--- src/rtl/pc_redirect_ctrl.sv ---
// pc_redirect_ctrl: fetch PC register with prioritised branch/jr/jump redirect,
// stall-time parking of redirects and IF/ID, ID/EX flush generation.
`default_nettype none

module pc_redirect_ctrl #(
  parameter logic [31:0] RESET_PC = 32'h0000_0000
) (
  input  logic        clk_i,
  input  logic        reset_i,
  input  logic        stall_i,
  input  logic        branch_taken_i,
  input  logic [31:0] branch_address_i,
  input  logic        jr_valid_i,
  input  logic [31:0] jr_address_i,
  input  logic        jump_valid_i,
  input  logic [31:0] jump_address_i,
  output logic [31:0] pc_out_o,
  output logic [31:0] pc_add_result_o,
  output logic        flush_if_o,
  output logic        flush_id_o,
  output logic        pending_o,
  output logic        align_err_o,
  output logic [15:0] redirect_count_o
);

  localparam logic [0:0] ST_RUN     = 1'b0;
  localparam logic [0:0] ST_PENDING = 1'b1;

  logic [0:0]  state_q, state_d;
  logic [31:0] pc_q, pc_d;
  logic [31:0] pend_tgt_q, pend_tgt_d;
  logic        pend_br_q, pend_br_d;
  logic        align_q, align_d;
  logic [15:0] cnt_q, cnt_d;

  logic        req_any;
  logic [31:0] req_tgt;
  logic        apply;
  logic [31:0] app_tgt;
  logic        app_br;

  // A branch belongs to the older instruction, so it wins over anything in ID.
  assign req_any = branch_taken_i | jr_valid_i | jump_valid_i;
  assign req_tgt = branch_taken_i ? branch_address_i :
                   jr_valid_i     ? jr_address_i     : jump_address_i;

  always_comb begin
    state_d    = state_q;
    pc_d       = pc_q;
    pend_tgt_d = pend_tgt_q;
    pend_br_d  = pend_br_q;
    align_d    = align_q;
    cnt_d      = cnt_q;
    apply      = 1'b0;
    app_tgt    = pend_tgt_q;
    app_br     = 1'b0;

    case (state_q)
      ST_RUN: begin
        if (req_any) begin
          if (stall_i) begin
            pend_tgt_d = req_tgt;
            pend_br_d  = branch_taken_i;
            state_d    = ST_PENDING;
          end else begin
            apply   = 1'b1;
            app_tgt = req_tgt;
            app_br  = branch_taken_i;
          end
        end else if (!stall_i) begin
          pc_d = pc_q + 32'd4;
        end
      end
      ST_PENDING: begin
        // ID-stage requests here are duplicates of the held instruction or wrong-path.
        if (stall_i) begin
          if (branch_taken_i) begin
            pend_tgt_d = branch_address_i;
            pend_br_d  = 1'b1;
          end
        end else begin
          apply   = 1'b1;
          app_tgt = branch_taken_i ? branch_address_i : pend_tgt_q;
          app_br  = branch_taken_i | pend_br_q;
          state_d = ST_RUN;
        end
      end
      default: state_d = ST_RUN;
    endcase

    if (apply) begin
      pc_d = {app_tgt[31:2], 2'b00};
      if (app_tgt[1:0] != 2'b00) align_d = 1'b1;
      if (cnt_q != 16'hFFFF) cnt_d = cnt_q + 16'd1;
    end
  end

  always_ff @(posedge clk_i) begin
    if (reset_i) begin
      state_q    <= ST_RUN;
      pc_q       <= RESET_PC;
      pend_tgt_q <= 32'h0000_0000;
      pend_br_q  <= 1'b0;
      align_q    <= 1'b0;
      cnt_q      <= 16'h0000;
    end else begin
      state_q    <= state_d;
      pc_q       <= pc_d;
      pend_tgt_q <= pend_tgt_d;
      pend_br_q  <= pend_br_d;
      align_q    <= align_d;
      cnt_q      <= cnt_d;
    end
  end

  assign pc_out_o         = pc_q;
  assign pc_add_result_o  = pc_q + 32'd4;
  assign flush_if_o       = apply & ~reset_i;
  assign flush_id_o       = apply & app_br & ~reset_i;
  assign pending_o        = (state_q == ST_PENDING);
  assign align_err_o      = align_q;
  assign redirect_count_o = cnt_q;

endmodule

`default_nettype wire

--- config.mk ---
export PLATFORM = sky130hd
export DESIGN_NAME = pc_redirect_ctrl
export DESIGN_NICKNAME = d
export VERILOG_FILES = /design/src/rtl/pc_redirect_ctrl.sv
export SDC_FILE = /design/constraint.sdc
export NUM_CORES = 1
export LEC_CHECK = 0
export CORE_MARGIN = 2
export CORE_UTILIZATION = 51
export CTS_BUF_LIST = sky130_fd_sc_hd__clkbuf_8
export CTS_CLUSTER_SIZE = 10
export DETAILED_ROUTE_END_ITERATION = 7
export MAX_ROUTING_LAYER = met4
export PLACE_DENSITY = 0.89
export SLEW_MARGIN = 20
export SYNTH_ARGS = -nofsm -noshare
export SYNTH_HDL_FRONTEND = slang
export SYNTH_SLANG_ARGS = --single-unit
--- constraint.sdc ---
create_clock -name clk_i -period 3.4 [get_ports clk_i]
set_input_delay 0.68 -clock clk_i [delete_from_list [all_inputs] [get_ports clk_i]]
set_output_delay 0.68 -clock clk_i [all_outputs]
set_load 0.01 [all_outputs]
# --- Word-level counts from Yosys, hierarchy flattened ---
# Index checks and enable logic that the tools add are counted.
op_classes:
  addsub: 2
  eq_ne: 8
  mux: 30
  n_bitwise: 10
  reduce_logical: 8
ops:
  columns: ["operator", "n"]
  rows:
  - ["32-bit two-way mux", 13]
  - ["32-bit one-hot mux with 2 select lines", 2]
  - ["32-bit by 3-bit adder with 32-bit output, second input constant", 1]
  - ["16-bit by 1-bit adder with 16-bit output, second input constant", 1]
  - ["16-bit inequality test, second input constant", 1]
  - ["1-bit two-way mux", 11]
  - ["3-bit AND reduction", 3]
  - ["2-bit inequality test, second input constant", 4]
  - ["1-bit one-hot mux with 2 select lines", 4]
  - ["2-bit by 1-bit inequality test with 1-bit output, second input constant", 3]
  - ["1-bit inverter", 4]
  - ["2-bit AND reduction", 2]
  - ["4-bit AND reduction", 1]
  - ["1-bit AND", 3]
  - ["1-bit OR", 3]
  - ["2-bit nonzero test", 1]
  - ["2-bit OR reduction", 1]
totals:
  regBits: 83
  in_bits: 102
  out_inout_bits: 84
  word_cells: 65

# --- Longest topological paths before layout ---
# Gate-level depths: netlist (run 1).
depth:
  ltp_word: 7
  ltp_mapped: 8
  ltp_nobuf: 6

# --- Worst setup path before layout (run 1) ---
# No wires, ideal clock.
synth_timing:
  kind: "input port to output port"
  from: "input branch_taken_i"
  to: "output flush_id_o"
  arrival_time_ns: 1.807
  required_ns: 2.720
  setup_slack_ns: 0.913
  stages: 6
  n_path_buf: 4
  path_cell_list: "buf_4 buf_2 buf_4 clkbuf_1 a21oi_1 nor4_1"
synth_between:
  elab_chain_cells: 6
  elab_cells_between_ends: 11
  classes_between: "6 x mux; 5 x bitwise"
synth_rtl:
  columns: ["item", "line", "rtl"]
  rows:
  - ["start, declared", "11", "input logic branch_taken_i,"]
  - ["1-bit OR (2 in series)", "43", "assign req_any = branch_taken_i | jr_valid_i | jump_valid_i;"]
  - ["1-bit two-way mux", "60", "if (req_any) begin"]
  - ["1-bit one-hot mux with 2 select lines", "58", "case (state_q)"]
  - ["1-bit AND * (2 in series)", "119", "assign flush_id_o = apply & app_br & ~reset_i;"]
  - ["end, declared", "20", "output logic flush_id_o,"]
# Mark *: on every way between the ends. The rest lies on a longest branch, timed or not.

# --- Worst setup path in the final report (run 1) ---
layout_timing:
  from: "register pc_q[25], in the netlist pc_out_o[25]"
  to: "output pc_add_result_o[31]"
layout_between:
  elab_chain_cells: 1
layout_rtl:
  columns: ["item", "line", "rtl"]
  rows:
  - ["start, declared", "30", "logic [31:0] pc_q, pc_d;"]
  - ["start signal, assigned", "108", "pc_q <= pc_d;"]
  - ["32-bit by 3-bit adder with 32-bit output", "117", "assign pc_add_result_o = pc_q + 32'd4;"]
  - ["end, declared", "18", "output logic [31:0] pc_add_result_o,"]
# No other way between the ends.

==> results of run 1 <==
## cells in the mapped netlist (all sizes together), types with 4 or more instances
library cell / instances
buf: 32
nor4: 6
o21ai: 57
and2: 5
nor2: 63
nand2b: 20
a22o: 5
nand4: 20
clkbuf: 23
a21o: 4
dfxtp: 81
a31oi: 6
o211ai: 5
xor2: 17
a22oi: 15
o2bb2ai: 12
nand3: 17
o21a: 4
a211oi: 29
nand2: 27
o31ai: 13
mux2: 46
a221o: 4
and4: 5
inv: 10
a222oi: 5
a21oi: 16
nor3: 11
xnor2: 24
mux2i: 11
and3: 8
o22ai: 12
## path summary, 6_finish.rpt
check | endpoint | slack (ps) | depth (start not counted)
hold / removal | pend_tgt_q[30]$_SDFFE_PP0P_ | 500 | 2
setup reg to reg | pend_tgt_q[20]$_SDFFE_PP0P_ | 770 | 5
setup / recovery | pc_add_result_o[31] | 190 | 5
hold reg to reg | pend_tgt_q[30]$_SDFFE_PP0P_ | 500 | 2
## metal layers
layer / up-vias / GRT usage [%]
li1: 2704 / -
met1: 2811 / 40.26
met2: 415 / 52.11
met3: 58 / 6.376
met4: 0 / 14.38
met5: - / -
## state kept, by name (all words and copies together), names as in the netlist
register and flops:
pending_o 1, pend_br_q 1, pc_out_o 30, pend_tgt_q 32, redirect_count_o 16, align_err_o 1
## logic make-up (layout without fill, tap and decap cells)
group	count (synthesis)	count (layout)	share of synthesized area, %
AO/OA/AOI/OAI	202	202	25.99
AND/OR/NAND/NOR	192	192	18.81
XOR/XNOR	41	41	6.731
flip-flops	81	81	30.39
buffers and inverters	65	223	5.769
other	1	4	0.07029
multiplexers	57	57	11.77
adder cells (fa/ha/maj)	2	2	0.4690
## final cells by class
| type | count | share of cell area (%) |
|---|---|---|
| timing repair buffer | 199 | 26.00 |
| inverter | 10 | 0.5064 |
| sequential | 81 | 21.91 |
| clock buffer | 11 | 2.043 |
| tap | 136 | 2.296 |
| multi-input combinational | 498 | 46.37 |
| clock inverter | 3 | 0.8778 |
## placed cells by master, fill, tap and decap left out, drive strengths merged, types with 4 or more instances in the layout
cell and instances:
clkdlybuf4s50 177, a31oi 6, xor2 17, a22o 5, o22ai 12, nor2 63, nand2 27, o211ai 5
o2bb2ai 12, o21ai 57, inv 10, clkbuf 11, a221o 4, nand2b 20, nand4 20, nand3 17
o21a 4, xnor2 24, a21oi 16, and4 5, a22oi 15, and3 8, mux2 46, dfxtp 81
mux2i 11, nor4 6, o31ai 13, conb 4, and2 5, nor3 11, a21o 4, a211oi 29
buf 22, a222oi 5
## stage by stage
step | std cells | utilization (%)
CTS | 938 | 72.34
global route | 938 | 72.45
detailed placement | 924 | 70.21
floorplan | 644 | -
global placement | 924 | 70.21
finish | 938 | 72.45
## what timing repair did
| item | in CTS | in global routing |
|---|---|---|
| pin swaps | 0 | 0 |
| hold endpoints to repair | 0 | 0 |
| gates resized for setup | 1 | 4 |
| setup endpoints to repair | 6 | 8 |
## power by group through the flow
stage	clock network, mW	registers [mW]	logic, mW
finish	0.803	1.09	0.715
global route	0.843	1.10	0.763
CTS	0.795	1.09	0.706
detailed placement	0	1.11	0.699
global placement	0	1.10	0.681
floorplan	0	1.10	0.355
## tightest hold or removal path: cells and delay by family, from the launching register on
kind | cells | cell delay [ps]
flip-flops | 1 | 320
AND/OR/NAND/NOR | 2 | 150
==> qor.csv, run 1 <==
stage,metric,value,unit
synth,Post-synth EDFFs,0,
final_layout,Filler Cell Count,759,
die,io pins,186,
final_layout,fin area,0.007412,sq mm
critical_path,Crit. Startpoint,pc_out_o[25]$_SDFFE_PP0P_,
synth,"Async S/R FF share, synth",0,%
synth,synth top area cells,"dfxtp_1 (30%), mux2_2 (9.7%), o21ai_0 (5.2%), nor2_1 (4.4%), a211oi_1 (4.1%)",
critical_path,critical path peak fanout,7,
die,FP Rows,37,
sta,Slew @ Worst Pin,1145,ps
power,Worst VDD drop,230.1,uV
sta,total negative slack,0,ps
detailed_routing,Routed Wire Length,18460,microns
critical_path,worst path required time,2720,ps
synth,Synth area leader,dfxtp_1,
sta,fin crit period,3210,ps
run,# Max-Cap Violations,0,
synth,Synth Instances,641,
final_layout,layout cells sized above 1,12.34,%
final_layout,Multi-input gate area,0.003437,sq mm
placed_design,hpwl dp,13110,microns
global_route,global-route wire length before repair,29060,microns
min_path,worst min path class,reg -> reg,
critical_path,critical path class,reg -> out,
sta,max_slew headroom,23.27,%
power,Switching Share,29.41,%
placed_design,Post-DP Area,0.007183,sq mm
die,Starting Density,52.15,%
final_layout,Inserted Diodes,0,
clock_tree,Worst-path clk slew,80,ps
die,Die W,106.3,microns
detailed_routing,post-route ant nets,0,
critical_path,"delay-heaviest family, CP",simple AND/OR/NAND/NOR gates,
global_route,largest net degree at the start of global routing,65,
global_route,GR Overflow Total,0,
critical_path,CP max-delay cell,clkdlybuf4s50_1,
sta,final setup margin,189.7,ps
clock_tree,hold buffers post-CTS,0,
synth,synth warn,0,
detailed_routing,post-DR vias/cell,6.384,
clock_tree,TritonCTS clock tree,done,
critical_path,R2R Path Start,pending_o$_SDFF_PP0_,
global_route,initial antenna violation count,0,
status,outcome,"finished, final reports clean",
detailed_routing,DR vias,5988,
detailed_routing,WL per Instance,19.67,microns
critical_path,CP arrival,2530,ps
clock_tree,number of buffers created by CTS,9,
synth,Netlist cell types,56,
power,NetSw,0.7682,mW
detailed_routing,DRT Pass-1 Iters,6,
critical_path,crit path cell chain,nand4_1 -> nor4_1 -> nand4_1 -> xnor2_1 -> clkdlybuf4s50_1,
sta,Max Slew Vio Count,0,
clock_tree,Root Driver,clkbuf_8,
synth,synthesized area per cell,8.323,sq um
critical_path,startpoint types,flop,
critical_path,crit path capture type,output port,
sta,Final Hold Violating Endpoints,0,
sta,final setup skew,14.34,ps
sta,RSZ-0062 raised after global routing,no,
detailed_routing,met2 WL,8647,microns
synth,cell area after synthesis,0.005335,sq mm
sta,Highest Clock Rate,311.5,MHz
global_route,vias in the first global route,5828,
final_layout,area grow syn2layout,38.93,%
power,Comb pwr share,27.4,%
placed_design,Place WS,348.6,ps
synth,Yosys reg bits,81,
final_layout,Layout Nets,903,
sta,"Setup violations, final",0,
detailed_routing,met3 wire len,2023,microns
clock_tree,deepest clock path buffer count,2,
sta,Fin Hold WS,498.1,ps
power,Clock Power Share,30.8,%
power,Power Total,2.612,mW
power,Int Pwr,1.843,mW
critical_path,Buf/Inv on CP,1,
power,Pleak,2.669,nW
critical_path,Crit path top cell by count,nand4_1,
synth,Yosys top cell area share,30.39,%
die,Die ar.,0.01130,sq mm
min_path,min-delay src,pend_tgt_q[30]$_SDFFE_PP0P_,
placed_design,Port Buffers,181,
detailed_routing,top layer in use,met4,
clock_tree,Worst-Skew Late Latency,350,ps
clock_tree,H-tree depth,3,
global_route,Tot GR Track Use,32.68,%
detailed_routing,DR DRC count,0,
clock_tree,Setup Buffers After CTS,0,
power,Sequential Power Share,41.9,%
die,Die Ht,106.3,microns
detailed_routing,Post-Route M1 WL,7207,microns
placed_design,Final Wtd Congestion,0.9000,
clock_tree,Sink Count,81,
die,core area,0.01023,sq mm
final_layout,FF/Latch Area,0.001624,sq mm
detailed_routing,DRT iter0 DRCs,604,
sta,fin crit share,94.42,%
critical_path,Worst path max stage delay,580,ps
synth,register area share after synthesis,30.39,%
power,PwrDens,352.3,mW/mm^2
synth,"Primary FF master, synth",dfxtp_1,
(Power assumes the default switching activity.)
==> run 2: changes to the inputs <==
Clock period 3.4 ns to 4.09 ns, I/O delays scaled along.
==> qor.csv, run 2 (synthesis gave the netlist of run 1 again) <==
stage,metric,value,unit,change
global_route,largest net degree at the start of global routing,62,,-4.6%
global_route,vias in the first global route,5638,,-3.3%
critical_path,R2R Path Start,pending_o$_SDFF_PP0_,,
sta,Slew @ Worst Pin,972.3,ps,-172.4 ps
critical_path,Crit path top cell by count,and4_1,,
clock_tree,hold buffers post-CTS,0,,unchanged
sta,final setup margin,361.3,ps,+171.6 ps
sta,Final Hold Violating Endpoints,0,,unchanged
clock_tree,post-CTS sizing,0,,-1
final_layout,Layout Nets,898,,-0.55%
critical_path,worst path required time,3270,ps,+550 ps
die,io pins,186,,unchanged
placed_design,hpwl dp,12940,microns,-1.3%
min_path,min-delay src,pend_tgt_q[2]$_SDFFE_PP0P_,,
critical_path,crit path capture type,output port,,
die,Die ar.,0.01130,sq mm,unchanged
detailed_routing,post-route ant nets,0,,unchanged
die,Die W,106.3,microns,unchanged
sta,"Setup violations, final",0,,unchanged
min_path,Hold Crit Depth,2,,unchanged
final_layout,Biggest register,pend_tgt_q,,
critical_path,Worst path max stage delay,620,ps,+40 ps
placed_design,Place WS,813.4,ps,+464.8 ps
clock_tree,Worst-Skew Late Latency,360,ps,about the same
final_layout,layout cells sized above 1,11.17,%,-1.2 points
sta,fin crit period,3729,ps,
power,Switching Share,30.25,%,+0.84 points
clock_tree,Root Driver,clkbuf_8,,
critical_path,critical path class,reg -> out,,
critical_path,startpoint types,flop,,
final_layout,Filler Cell Count,776,,+2.2%
detailed_routing,DR DRC count,0,,unchanged
final_layout,most frequent cells in the layout,"clkdlybuf4s50_1 (177), dfxtp_1 (81), nor2_1 (62)",,
final_layout,"most common cell after layout, fill and taps aside",clkdlybuf4s50_1,,
final_layout,max reg flops,32,,unchanged
run,# Max-Cap Violations,0,,unchanged
critical_path,CP max-delay cell,clkdlybuf4s50_1,,
placed_design,Final Wtd Congestion,0.9178,,+2.0%
detailed_routing,Routed Wire Length,17860,microns,-3.2%
power,Worst VDD drop,150.7,uV,-35%
die,core area,0.01023,sq mm,unchanged
detailed_routing,DR vias,5846,,-2.4%
min_path,worst hold endpoint,pend_tgt_q[2]$_SDFFE_PP0P_,,
die,Starting Density,52.15,%,unchanged
detailed_routing,met3 wire len,1772,microns,-12%
critical_path,R2R setup slack,1740,ps,+970 ps
sta,fin crit share,91.17,%,
sta,Highest Clock Rate,268.2,MHz,
power,Pleak,2.618,nW,-1.9%
sta,final setup skew,15.11,ps,+0.7664 ps
clock_tree,number of buffers created by CTS,9,,unchanged
critical_path,Buf/Inv on CP,1,,unchanged
clock_tree,Worst-path clk slew,80,ps,about the same
placed_design,Port Buffers,181,,unchanged
critical_path,"delay-heaviest family, CP",simple AND/OR/NAND/NOR gates,,
critical_path,critical path peak fanout,16,,+9
critical_path,CP arrival,2910,ps,+380 ps
sta,RSZ-0062 raised after global routing,no,,
sta,total negative slack,0,ps,unchanged
sta,Max Slew Vio Count,0,,unchanged
power,NetSw,0.6275,mW,-18%
final_layout,Inserted Diodes,0,,unchanged
global_route,initial antenna violation count,0,,unchanged
clock_tree,TritonCTS clock tree,done,,
critical_path,crit path cell chain,and4_1 -> and4_1 -> nand4_1 -> xnor2_1 -> clkdlybuf4s50_1,,
critical_path,Reg-to-Reg End,pc_out_o[12]$_SDFFE_PP0P_,,
power,Comb pwr share,28.2,%,+0.8 points
detailed_routing,top layer in use,met4,,
global_route,global-route wire length before repair,28020,microns,-3.6%
clock_tree,Sink Count,81,,unchanged
detailed_routing,post-DR vias/cell,6.266,,-1.8%
die,Die Ht,106.3,microns,unchanged
power,Int Pwr,1.447,mW,-22%
power,Clock Power Share,28.1,%,-2.7 points
detailed_routing,DRT Pass-1 Iters,5,,-1
power,Sequential Power Share,43.7,%,+1.8 points
critical_path,Worst R2R Path Depth,6,,+1
clock_tree,deepest clock path buffer count,2,,unchanged
detailed_routing,Post-Route M1 WL,6972,microns,-3.3%
detailed_routing,DRT iter0 DRCs,563,,-6.8%
clock_tree,Setup Buffers After CTS,0,,unchanged
status,outcome,"finished, final reports clean",,
power,PwrDens,283.0,mW/mm^2,-20%
global_route,Tot GR Track Use,31.64,%,-1.0 points
min_path,worst min path class,reg -> reg,,
clock_tree,H-tree depth,3,,unchanged
global_route,GR Overflow Total,0,,unchanged
die,FP Rows,37,,unchanged
final_layout,area grow syn2layout,37.38,%,
detailed_routing,met2 WL,8680,microns,+0.38%
sta,max_slew headroom,35.18,%,+12 points
detailed_routing,WL per Instance,19.14,microns,-2.7%
-- run 2: changes by cell type in the layout (fill, tap and decap cells not counted), sizes merged --
cell / before / now
clkinvlp: 0 / 1
bufinv: 2 / 1
buf: 22 / 17
clkbuf: 11 / 10
inv: 10 / 11
-- run 2: layer usage --
metal,global-route usage [%],vias to the layer above
met5,-,-
met4,11.65,0
met3,5.886,51
met2,52.52,366
met1,38.40,2732
li1,-,2697
-- run 2: cell type report --
class / instances / area, sq um / area share [%]
multi-input cells: 498 / 3427 / 46.76
well taps: 136 / 170.2 / 2.322
clock inverters: 4 / 46.29 / 0.6316
clock buffers: 10 / 137.6 / 1.878
inverters: 10 / 37.54 / 0.5121
repair buffers: 194 / 1889 / 25.78
flip-flops and latches: 81 / 1622 / 22.12
-- run 2: power by group through the flow --
stage,clock (mW),sequential (mW),combinational [mW]
2_1_floorplan,0,0.918,0.295
3_3_place_gp,0,0.919,0.557
3_5_place_dp,0,0.922,0.573
4_1_cts,0.577,0.904,0.578
5_1_grt,0.615,0.914,0.622
6_report,0.584,0.907,0.584
-- run 2: worst register-to-register path, cell delays in order, from the launching register on --
cell       delay (ps)
dfxtp_1           440
buf_4             340
nor2b_2           730
buf_4             350
o21ai_0           130
o2111ai_1          80
o21ba_2           180
-- run 2: how the worst max path moves through the flow --
stage	start	to	slack (ps)	cells past startpoint
floorplan	branch_taken_i	flush_id_o	1330	6
global placement	jump_valid_i	flush_id_o	880	4
detailed placement	jump_valid_i	flush_id_o	810	4
CTS	pc_out_o[12]$_SDFFE_PP0P_	pc_add_result_o[30]	470	5
global route	pc_out_o[11]$_SDFFE_PP0P_	pc_add_result_o[19]	220	5
finish	pc_out_o[12]$_SDFFE_PP0P_	pc_add_result_o[30]	360	5
-- run 2: through the flow --
| step | cell area, sq um | total power [mW] | util [%] | cells | hold WS (ps) |
|---|---|---|---|---|---|
| floorplan | 5346 | 1.214 | - | 644 | 464.7 |
| global placement | 7146 | 1.476 | 69.84 | 919 | 474.1 |
| detailed placement | 7146 | 1.495 | 69.84 | 919 | 483.9 |
| CTS | 7330 | 2.059 | 71.64 | 933 | 494.7 |
| global route | 7330 | 2.151 | 71.64 | 933 | 521.5 |
| finish | 7330 | 2.075 | 71.64 | 933 | 499.6 |
==> run 3: changes to the inputs <==
Settings changed: ABC_AREA from default to 1, CORE_UTILIZATION 51 to 54.
==> qor.csv, run 3 <==
stage,metric,value,unit,change
status,outcome,"finished, final reports clean",,
critical_path,Crit. Startpoint,stall_i,,
synth,Yosys reg bits,81,,unchanged
die,FP Rows,40,,+8.1%
sta,max_slew headroom,25.10,%,-10 points
synth,synthesized area per cell,5.686,sq um,-32%
final_layout,layout cells sized above 1,4.733,%,-6.4 points
sta,Fin Hold WS,462.9,ps,-36.67 ps
critical_path,critical path peak fanout,12,,-4
critical_path,Crit path top cell by count,clkdlybuf4s50_1,,
final_layout,Layout Nets,1409,,+57%
critical_path,Stages on worst setup path,6,,+1
synth,Synth Instances,1165,,+82%
detailed_routing,DR DRC count,0,,unchanged
synth,largest family of logic cells by synthesized area,simple AND/OR/NAND/NOR gates,,
power,Worst VDD drop,208.5,uV,+38%
synth,Synth top cells by count,"nand2_1 (394), nor2_1 (120), inv_1 (114)",,
synth,synth warn,0,,unchanged
critical_path,R2R Path Start,pending_o$_SDFF_PP0_,,
synth,Yosys top cell area share,24.48,%,-5.9 points
detailed_routing,post-DR vias/cell,5.597,,-11%
power,Pleak,3.671,nW,+40%
sta,fin crit period,3479,ps,-249.3 ps
final_layout,Inserted Diodes,0,,unchanged
clock_tree,hold buffers post-CTS,0,,unchanged
final_layout,post-layout util,71.29,%,-0.35 points
clock_tree,Setup Buffers After CTS,0,,unchanged
synth,Netlist cell types,38,,-32%
critical_path,Buf/Inv on CP,4,,+3
clock_tree,deepest clock path buffer count,2,,unchanged
synth,post-synthesis mux area share,0,%,-12 points
placed_design,hpwl dp,15250,microns,+18%
power,Sequential Power Share,40.9,%,-2.8 points
power,Int Pwr,1.434,mW,-0.87%
final_layout,max reg flops,32,,unchanged
critical_path,Worst R2R Path Depth,9,,+3
die,Starting Density,55.15,%,+3.0 points
synth,Compound-Gate Fraction of Synth Area,21.08,%,-4.9 points
clock_tree,Sink Count,81,,unchanged
die,core area,0.01201,sq mm,+17%
critical_path,crit path cell chain,clkdlybuf4s50_1 -> inv_2 -> nand2_1 -> buf_4 -> nor3_1 -> clkdlybuf4s50_1,,
sta,Max Slew Vio Count,0,,unchanged
sta,RSZ-0062 raised after global routing,no,,
critical_path,startpoint types,input port,,
final_layout,"most common cell after layout, fill and taps aside",nand2_1,,
critical_path,CP max-delay cell,clkdlybuf4s50_1,,
die,Die ar.,0.01317,sq mm,+17%
global_route,vias in the first global route,7037,,+25%
synth,Post-Synth XOR/XNOR Area,2.645,%,-4.1 points
min_path,worst min path class,reg -> reg,,
power,Switching Share,35.01,%,+4.8 points
die,Die Ht,114.8,microns,+8.0%
critical_path,critical path class,in -> out,,
power,Comb pwr share,30.8,%,+2.6 points
synth,synth top area cells,"dfxtp_1 (24%), nand2_1 (22%), a21oi_1 (7.3%), nor2_1 (6.8%), inv_1 (6.5%)",,
clock_tree,post-CTS sizing,0,,unchanged
synth,register area share after synthesis,24.48,%,-5.9 points
final_layout,Biggest register,pend_tgt_q,,
detailed_routing,DRT Pass-1 Iters,6,,+1
sta,Highest Clock Rate,287.4,MHz,+7.2%
clock_tree,Root Driver,clkbuf_8,,
sta,"Setup violations, final",0,,unchanged
detailed_routing,post-route ant nets,0,,unchanged
synth,cell area after synthesis,0.006624,sq mm,+24%
sta,Slew @ Worst Pin,1122,ps,+150.0 ps
global_route,initial antenna violation count,0,,unchanged
die,io pins,186,,unchanged
final_layout,Filler Cell Count,1074,,+38%
final_layout,area grow syn2layout,29.28,%,
power,PwrDens,257.7,mW/mm^2,-8.9%
detailed_routing,Routed Wire Length,21260,microns,+19%
synth,top-count cell post-synth,nand2_1,,
critical_path,Reg-to-Reg End,pc_out_o[17]$_SDFFE_PP0P_,,
die,Die W,114.8,microns,+8.0%
synth,"Async S/R FF share, synth",0,%,unchanged
critical_path,Setup crit end,flush_id_o,,
placed_design,Final Wtd Congestion,0.9365,,+2.0%
clock_tree,Worst-path clk slew,100,ps,+20 ps
sta,final setup skew,12.82,ps,-2.287 ps
clock_tree,Worst-Skew Late Latency,380,ps,+20 ps
sta,total negative slack,0,ps,unchanged
synth,Post-Synth Adder-Cell Area,0.3778,%,-0.091 points
critical_path,Worst path max stage delay,600,ps,-20 ps
placed_design,Port Buffers,181,,unchanged
synth,Post-synth EDFFs,0,,unchanged
global_route,Tot GR Track Use,33.02,%,+1.4 points
detailed_routing,WL per Instance,14.59,microns,-24%
critical_path,R2R setup slack,1720,ps,-20 ps
critical_path,CP arrival,2660,ps,-250 ps
synth,"Primary FF master, synth",dfxtp_1,,
power,NetSw,0.7727,mW,+23%
detailed_routing,DR vias,8155,,+39%
run,# Max-Cap Violations,0,,unchanged
final_layout,most frequent cells in the layout,"nand2_1 (394), clkdlybuf4s50_1 (179), nor2_1 (120)",,
synth,Synth Area in Simple Gates,39.20,%,+20 points
power,Clock Power Share,28.3,%,+0.2 points
clock_tree,TritonCTS clock tree,done,,
sta,Final Hold Violating Endpoints,0,,unchanged
global_route,GR Overflow Total,0,,unchanged
detailed_routing,DRT iter0 DRCs,1022,,+82%
sta,fin crit share,85.07,%,-6.1 points
clock_tree,number of buffers created by CTS,9,,unchanged
critical_path,worst path required time,3270,ps,about the same
clock_tree,H-tree depth,3,,unchanged
critical_path,crit path capture type,output port,,
synth,Synth area leader,dfxtp_1,,
global_route,global-route wire length before repair,34360,microns,+23%
critical_path,"delay-heaviest family, CP",buffers and inverters,,
global_route,largest net degree at the start of global routing,78,,+26%
-- run 3: final cells by class --
cell class / instances / area, sq um / area share (%)
Clock buffer: 9 / 123.9 / 1.447
Tap cell: 147 / 183.9 / 2.148
Clock inverter: 7 / 76.32 / 0.8913
Multi-Input combinational cell: 897 / 4208 / 49.14
Inverter: 125 / 471.7 / 5.508
Sequential cell: 81 / 1623 / 18.95
Timing Repair Buffer: 191 / 1877 / 21.92
-- run 3: how the worst min path moves through the flow --
stage                                         from                  endpoint  slack (ps)  depth (start not counted)
after global placement    align_err_o$_SDFFE_PP0P_  align_err_o$_SDFFE_PP0P_         450                          2
after global routing      align_err_o$_SDFFE_PP0P_  align_err_o$_SDFFE_PP0P_         490                          2
final                     align_err_o$_SDFFE_PP0P_  align_err_o$_SDFFE_PP0P_         460                          2
after floorplan             pend_br_q$_SDFFE_PP0P_    pend_br_q$_SDFFE_PP0P_         450                          2
after CTS                 align_err_o$_SDFFE_PP0P_  align_err_o$_SDFFE_PP0P_         470                          2
after detailed placement  align_err_o$_SDFFE_PP0P_  align_err_o$_SDFFE_PP0P_         450                          2
-- run 3: layer usage --
layer	up-vias	global-route usage, %	part of all wire, %	wire length [microns]
li1	4042	-	-	-
met1	3627	44.80	44	9303
met2	443	51.48	45	9569
met3	43	5.061	9.0	1914
met4	0	8.996	2.2	470
met5	-	-	0	0
-- run 3: power groups by stage --
stage	Combinational, mW	Clock (mW)	Sequential, mW
finish	0.679	0.625	0.903
global route	0.748	0.663	0.910
CTS	0.670	0.626	0.900
detailed placement	0.667	0	0.918
global placement	0.657	0	0.917
floorplan	0.378	0	0.914
-- run 3: worst min-delay path: stages (launching register included) --
cell and delay, ps:
dfxtp_1 320, nand2_1 60, nand2_1 40
-- run 3: through the flow --
stage	cells	power [mW]	cell area, sq um	worst slack (ps)
finish	1457	2.207	8563	610.5
global route	1457	2.321	8563	493.0
CTS	1457	2.196	8563	610.7
detailed placement	1441	1.585	8363	651.4
global placement	1441	1.574	8363	684.5
floorplan	1168	1.292	6635	1653
-- run 3: logic make-up after synthesis --
group | count (synthesis)
adders and majority gates | 2
xor gates and xnor gates | 20
buffers and inverters | 190
DFF | 81
and+or+nand+nor | 631
AOI/OAI and AO/OA | 240
other | 1
